<file path="config.mk">
export PLATFORM = sky130hd
export DESIGN_NAME = mmio_uart_tx
export DESIGN_NICKNAME = d
export VERILOG_FILES = /design/src/rtl/uart_pkg.sv /design/src/rtl/sync_fifo.sv /design/src/rtl/mmio_uart_tx.sv
export SDC_FILE = /design/constraint.sdc
export NUM_CORES = 1
export LEC_CHECK = 0
export ABC_AREA = 1
export CAP_MARGIN = 20
export CORE_MARGIN = 2
export CORE_UTILIZATION = 50
export DETAILED_ROUTE_END_ITERATION = 16
export GPL_TIMING_DRIVEN = 0
export PLACE_DENSITY = 0.84
export SYNTH_ARGS = -nofsm -noshare
export SYNTH_HDL_FRONTEND = slang
export SYNTH_SLANG_ARGS = --single-unit
</file>
<file path="constraint.sdc">
create_clock -name clk -period 4 [get_ports clk]
set_input_delay 0.8 -clock clk [delete_from_list [all_inputs] [get_ports clk]]
set_output_delay 0.8 -clock clk [all_outputs]
set_load 0.05 [all_outputs]
</file>
<file path="src/rtl/uart_pkg.sv">
// Shared types and constants for the memory-mapped UART transmitter.
package uart_pkg;

    typedef enum logic [1:0] {
        IDLE  = 2'd0,
        START = 2'd1,
        DATA  = 2'd2,
        STOP  = 2'd3
    } tx_state_t;

    localparam int ST_BUSY_BIT   = 0;
    localparam int ST_OVF_BIT    = 1;
    localparam int ST_FULL_BIT   = 2;
    localparam int ST_COUNT_LSB  = 4;
    localparam int OVF_CLEAR_BIT = 1;

    localparam logic [31:0] DEFAULT_TX_ADDR     = 32'h0000_00F0;
    localparam logic [31:0] DEFAULT_STATUS_ADDR = 32'h0000_00F4;

endpackage

</file>
<file path="src/rtl/sync_fifo.sv">
// Single-clock FIFO with a combinational head output; push and pop may coincide even when full.
module sync_fifo #(
    parameter int WIDTH = 8,
    parameter int DEPTH = 4,
    localparam int AW   = $clog2(DEPTH)
) (
    input  logic             clk,
    input  logic             reset,
    input  logic             push,
    input  logic             pop,
    input  logic [WIDTH-1:0] din,
    output logic [WIDTH-1:0] dout,
    output logic             full,
    output logic             empty,
    output logic [AW:0]      count
);

    logic [WIDTH-1:0] mem [DEPTH];
    logic [AW-1:0]    wr_ptr;
    logic [AW-1:0]    rd_ptr;
    logic             push_ok;
    logic             pop_ok;

    assign full    = (count == (AW+1)'(DEPTH));
    assign empty   = (count == '0);
    assign pop_ok  = pop && !empty;
    // A pop at the same edge frees the slot a full-FIFO push needs.
    assign push_ok = push && (!full || pop_ok);
    assign dout    = mem[rd_ptr];

    always_ff @(posedge clk or posedge reset) begin
        if (reset) begin
            wr_ptr <= '0;
            rd_ptr <= '0;
            count  <= '0;
        end else begin
            if (push_ok) wr_ptr <= wr_ptr + AW'(1);
            if (pop_ok)  rd_ptr <= rd_ptr + AW'(1);
            case ({push_ok, pop_ok})
                2'b10:   count <= count + (AW+1)'(1);
                2'b01:   count <= count - (AW+1)'(1);
                default: count <= count;
            endcase
        end
    end

    always_ff @(posedge clk) begin
        if (push_ok) mem[wr_ptr] <= din;
    end

endmodule

</file>
<file path="src/rtl/mmio_uart_tx.sv">
// Memory-mapped 8N1 serial transmitter fed from the core's store port via a small FIFO.
module mmio_uart_tx
    import uart_pkg::*;
#(
    parameter logic [31:0] TX_ADDR      = DEFAULT_TX_ADDR,
    parameter logic [31:0] STATUS_ADDR  = DEFAULT_STATUS_ADDR,
    parameter int          CLKS_PER_BIT = 16,
    parameter int          FIFO_DEPTH   = 4
) (
    input  logic        clk,
    input  logic        reset,
    input  logic        memWrite,
    input  logic [31:0] memDataAddr,
    input  logic [31:0] memWriteData,
    output logic [31:0] statusData,
    output logic        txd,
    output logic        txBusy,
    output logic        fifoFull
);

    localparam int CW     = $clog2(FIFO_DEPTH) + 1;
    localparam int BAUD_W = $clog2(CLKS_PER_BIT);
    localparam logic [BAUD_W-1:0] BAUD_LAST = BAUD_W'(CLKS_PER_BIT - 1);

    tx_state_t         state;
    logic [BAUD_W-1:0] baud;
    logic [2:0]        bit_idx;
    logic [7:0]        shift;
    logic              overflow;

    logic              tx_push;
    logic              status_wr;
    logic              tx_pop;
    logic              drop;
    logic              baud_done;
    logic [7:0]        fifo_dout;
    logic              fifo_full;
    logic              fifo_empty;
    logic [CW-1:0]     fifo_count;
    logic              unused_wdata;

    assign tx_push   = memWrite && (memDataAddr == TX_ADDR);
    assign status_wr = memWrite && (memDataAddr == STATUS_ADDR);
    assign baud_done = (baud == BAUD_LAST);

    // The serialiser takes a new byte when idle or exactly at the end of a stop bit.
    assign tx_pop = !fifo_empty && ((state == IDLE) || ((state == STOP) && baud_done));
    assign drop   = tx_push && fifo_full && !tx_pop;

    assign unused_wdata = ^memWriteData[31:8];

    sync_fifo #(
        .WIDTH (8),
        .DEPTH (FIFO_DEPTH)
    ) u_fifo (
        .clk   (clk),
        .reset (reset),
        .push  (tx_push),
        .pop   (tx_pop),
        .din   (memWriteData[7:0]),
        .dout  (fifo_dout),
        .full  (fifo_full),
        .empty (fifo_empty),
        .count (fifo_count)
    );

    // Sticky overflow; a drop on the same edge as a clear wins.
    always_ff @(posedge clk or posedge reset) begin
        if (reset) begin
            overflow <= 1'b0;
        end else if (drop) begin
            overflow <= 1'b1;
        end else if (status_wr && memWriteData[OVF_CLEAR_BIT]) begin
            overflow <= 1'b0;
        end
    end

    always_ff @(posedge clk or posedge reset) begin
        if (reset) begin
            state   <= IDLE;
            baud    <= '0;
            bit_idx <= '0;
            shift   <= '0;
            txd     <= 1'b1;
        end else begin
            case (state)
                IDLE: begin
                    txd  <= 1'b1;
                    baud <= '0;
                    if (tx_pop) begin
                        shift <= fifo_dout;
                        state <= START;
                        txd   <= 1'b0;
                    end
                end
                START: begin
                    if (baud_done) begin
                        baud    <= '0;
                        bit_idx <= '0;
                        state   <= DATA;
                        txd     <= shift[0];
                    end else begin
                        baud <= baud + BAUD_W'(1);
                    end
                end
                DATA: begin
                    if (baud_done) begin
                        baud <= '0;
                        if (bit_idx == 3'd7) begin
                            state <= STOP;
                            txd   <= 1'b1;
                        end else begin
                            bit_idx <= bit_idx + 3'd1;
                            shift   <= {1'b0, shift[7:1]};
                            txd     <= shift[1];
                        end
                    end else begin
                        baud <= baud + BAUD_W'(1);
                    end
                end
                STOP: begin
                    if (baud_done) begin
                        baud <= '0;
                        if (tx_pop) begin
                            shift <= fifo_dout;
                            state <= START;
                            txd   <= 1'b0;
                        end else begin
                            state <= IDLE;
                            txd   <= 1'b1;
                        end
                    end else begin
                        baud <= baud + BAUD_W'(1);
                    end
                end
                default: begin
                    state <= IDLE;
                    txd   <= 1'b1;
                end
            endcase
        end
    end

    assign txBusy   = (state != IDLE) || (fifo_count != '0);
    assign fifoFull = fifo_full;

    always_comb begin
        statusData                         = '0;
        statusData[ST_BUSY_BIT]            = txBusy;
        statusData[ST_OVF_BIT]             = overflow;
        statusData[ST_FULL_BIT]            = fifo_full;
        statusData[ST_COUNT_LSB +: CW]     = fifo_count;
    end

endmodule

</file>
==> out/results.tsv <==
stage	metric	value	unit
cts	cts.sinks	58	
worst_setup_path	cpPeakStageDelay	780	ps
worst_setup_path	crit_fanout	5	
route	vias	2372	
route	drcViolationCount	0	
synth	syn_area	0.003068	mm^2
cts	cts-root-buf	clkbuf_8	
synth	syn_area_per_cell	9.557	um^2
timing	fmax	0.3370	GHz
route	viasPerCell	4.851	
worst_setup_path	critical_path_class	reg -> out	
cts	clk_latency	340	ps
worst_setup_path	cp_data_arrival_time	2170	ps
final_layout	layout.nets	489	
timing	tns	0	ps
run	max-cap-violations	0	
final_layout	antenna_cells	0	
timing	period_needed	2967	ps
final_layout	fillers	464	
global_route	grt_overflow	0	
timing	finalClockSkew	7.912	ps
synth	synth_warnings	0	
die	core	0.005921	mm^2
synth	synth_seq_cells	58	
timing	worst_pin_slew	741.6	ps
global_route	grt_max_degree	27	
die	rows	28	
worst_setup_path	cp_data_required_time	3200	ps
synth	yosysSeqAreaShare	52.57	%
cts	postCtsSetupRepairBufs	0	
die	dieArea	0.006778	mm^2
min_path	hold_path.class	reg -> reg	
timing	slew_viol_final	0	
global_route	antenna_found_initial	0	
timing	fin_crit_sh	74.18	%
cts	htreeDepth	3	
worst_setup_path	cp-start-kind	flop	
pwr	finalPower	1.294	mW
final_layout	drive_gt1_share	13.29	%
global_route	grt_pass1_vias	2365	
cts	hold_buffers	0	
pwr	ir_worst_vdd	0.0002613	V
die	die_x	82.33	um
cts	clkTransAtPathRegs	60	ps
worst_setup_path	path_buf_inv	3	
timing	whs	459.3	ps
cts	cts_tree	yes	
route	ant_nets	0	
cts	cts_made_buffers	9	
final_layout	syn_to_final_growth	29.98	%
placed_design	gp_congestion	0.8432	
final_layout	layoutNonFillerInstCount	489	
route	first_iter_violations	113	
outcome	outcome	finished clean	
route	drt_first_pass_iters	4	
pwr	p_leak	1.715	nW
route	drt-total-wl	6.231	mm
global_route	grt_usage	21.10	%
worst_setup_path	end_kind	output pin	
pwr	p_per_area	324.5	mW/mm^2
synth	synth_cells	321	
worst_setup_path	path_cells	inv_1 > ha_1 > nand4_1 > buf_4 > clkdlybuf4s50_1	
worst_setup_path	cp_top_family	buffers and inverters	
worst_setup_path	slowest_stage	clkdlybuf4s50_1	
die	die_h	82.33	um
die	ios	102	
placed_design	port_buffers	51	
timing	setup_viol_count_final	0	
cts	cts_resized	0	
synth	synthDistinctLibCells	33	
timing	max-slew-margin-rel	50.38	%
placed_design	placedCellCount	472	
cts	clock_path_buffers	2	
route	routedWlPerCell	12.74	um
placed_design	dpl.hpwl	4.731	mm
die	initial_core_util	51.82	%
global_route	grt_pass1_wl	10.50	mm
timing	rsz0062_at_grt	no	
timing	final-hold-violation-count	0	
[logic make-up (layout without fill, tap and decap cells)]
| logic type | Yosys count | in the layout | share of synthesized area (%) |
|---|---|---|---|
| simple gates | 120 | 120 | 16.48 |
| compound gates | 60 | 60 | 12.36 |
| xor+xnor | 4 | 4 | 1.142 |
| fa+ha+maj | 13 | 13 | 5.546 |
| flops | 58 | 58 | 52.57 |
| other cells | 1 | 26 | 0.1222 |
| buf+inv | 65 | 133 | 11.79 |
[cells in the mapped netlist (all sizes together)]
| cell | n | area share [%] |
|---|---|---|
| a211oi | 1 | 0.65 |
| a21boi | 8 | 2.0 |
| a21oi | 11 | 1.9 |
| a221oi | 1 | 0.29 |
| a22o | 2 | 0.57 |
| a31oi | 1 | 0.20 |
| buf | 31 | 7.6 |
| clkbuf | 4 | 0.49 |
| conb | 1 | 0.12 |
| dfrtp | 25 | 20 |
| dfstp | 1 | 0.86 |
| edfxtp | 32 | 31 |
| fa | 1 | 0.65 |
| ha | 12 | 4.9 |
| inv | 30 | 3.7 |
| nand2 | 43 | 5.5 |
| nand3 | 6 | 1.4 |
| nand3b | 1 | 0.24 |
| nand4 | 6 | 1.2 |
| nor2 | 63 | 7.8 |
| nor3 | 1 | 0.33 |
| o211ai | 1 | 0.24 |
| o21ai | 26 | 4.2 |
| o21bai | 1 | 0.61 |
| o22ai | 7 | 1.4 |
| o31ai | 1 | 0.24 |
| xor2 | 4 | 1.1 |
[placed cells by master, fill, tap and decap left out, types with 2 or more instances in the layout]
cell	n
nor2_1	62
clkdlybuf4s50_1	51
nand2_1	42
edfxtp_1	32
inv_1	30
buf_4	29
o21ai_0	26
conb_1	26
dfrtp_1	25
ha_1	12
a21oi_1	10
clkbuf_8	9
a21boi_0	8
o22ai_1	7
nand4_1	6
nand3_1	5
clkbuf_1	4
xor2_1	4
clkinvlp_4	3
a22o_1	2
[worst register-to-register path, delay by kind of cell (launching register included)]
family	cells	cell delay, ps
AO/OA/AOI/OAI	2	460
flip-flops	1	370
AND/OR/NAND/NOR	2	770
adder cells (fa/ha/maj)	1	240
[power breakdown]
group	switching, mW	total, mW	leakage, nW	internal [mW]
clock	0.239	0.524	0.0889	0.285
sequential	0.00000000893	0.631	0.603	0.631
combinational	0.0787	0.138	1.02	0.0598
[through the flow]
step | utilization [%] | worst slack [ps] | area, um^2
2_1_floorplan | - | 1388 | 3162
3_3_place_gp | 63.61 | 924.4 | 3766
3_5_place_dp | 63.61 | 905.9 | 3766
4_1_cts | 66.88 | 1005 | 3960
5_1_grt | 67.35 | 918.6 | 3988
6_report | 67.35 | 1033 | 3988
[final timing paths]
path	slack, ps	to	cells past startpoint	startpoint
min in group asynchronous	780	bit_idx[0]$_DFFE_PP0P_	2	reset
hold / removal	460	baud[0]$_DFF_PP0_	1	baud[0]$_DFF_PP0_
max in group asynchronous	2780	u_fifo.count[0]$_DFFE_PP0P_	3	reset
hold reg to reg	460	baud[0]$_DFF_PP0_	1	baud[0]$_DFF_PP0_
setup / recovery	1030	statusData[0]	5	state[0]$_DFFE_PP0P_
setup reg to reg	1790	u_fifo.mem[1][2]$_DFFE_PP_	5	baud[0]$_DFF_PP0_
[per-layer routing]
layer  global-route usage (%)  up-vias  share of wire, %
met3                    6.304        8               6.3
met5                        0        -                 0
met2                    36.53       71                53
li1                         -     1191                 -
met4                    9.667        0               1.0
met1                    23.89     1102                40
[state kept, by name (all words and copies together) (netlist names)]
| signal | cells |
|---|---|
| overflow | 1 |
| bit_idx | 3 |
| baud | 4 |
| state | 2 |
| u_fifo.wr_ptr | 2 |
| u_fifo.mem | 32 |
| u_fifo.rd_ptr | 2 |
| txd | 1 |
| u_fifo.count | 3 |
| shift | 8 |
[area by class of cell]
type | instances | area, um^2 | area share [%]
sequential | 58 | 1613 | 40.45
multi-input combinational | 223 | 1187 | 29.78
timing repair buffer | 52 | 538.0 | 13.49
buffer | 35 | 249.0 | 6.244
clock buffer | 9 | 123.9 | 3.106
inverter | 30 | 112.6 | 2.824
tap | 75 | 93.84 | 2.353
clock inverter | 7 | 70.07 | 1.757
(Power assumes the default switching activity.)
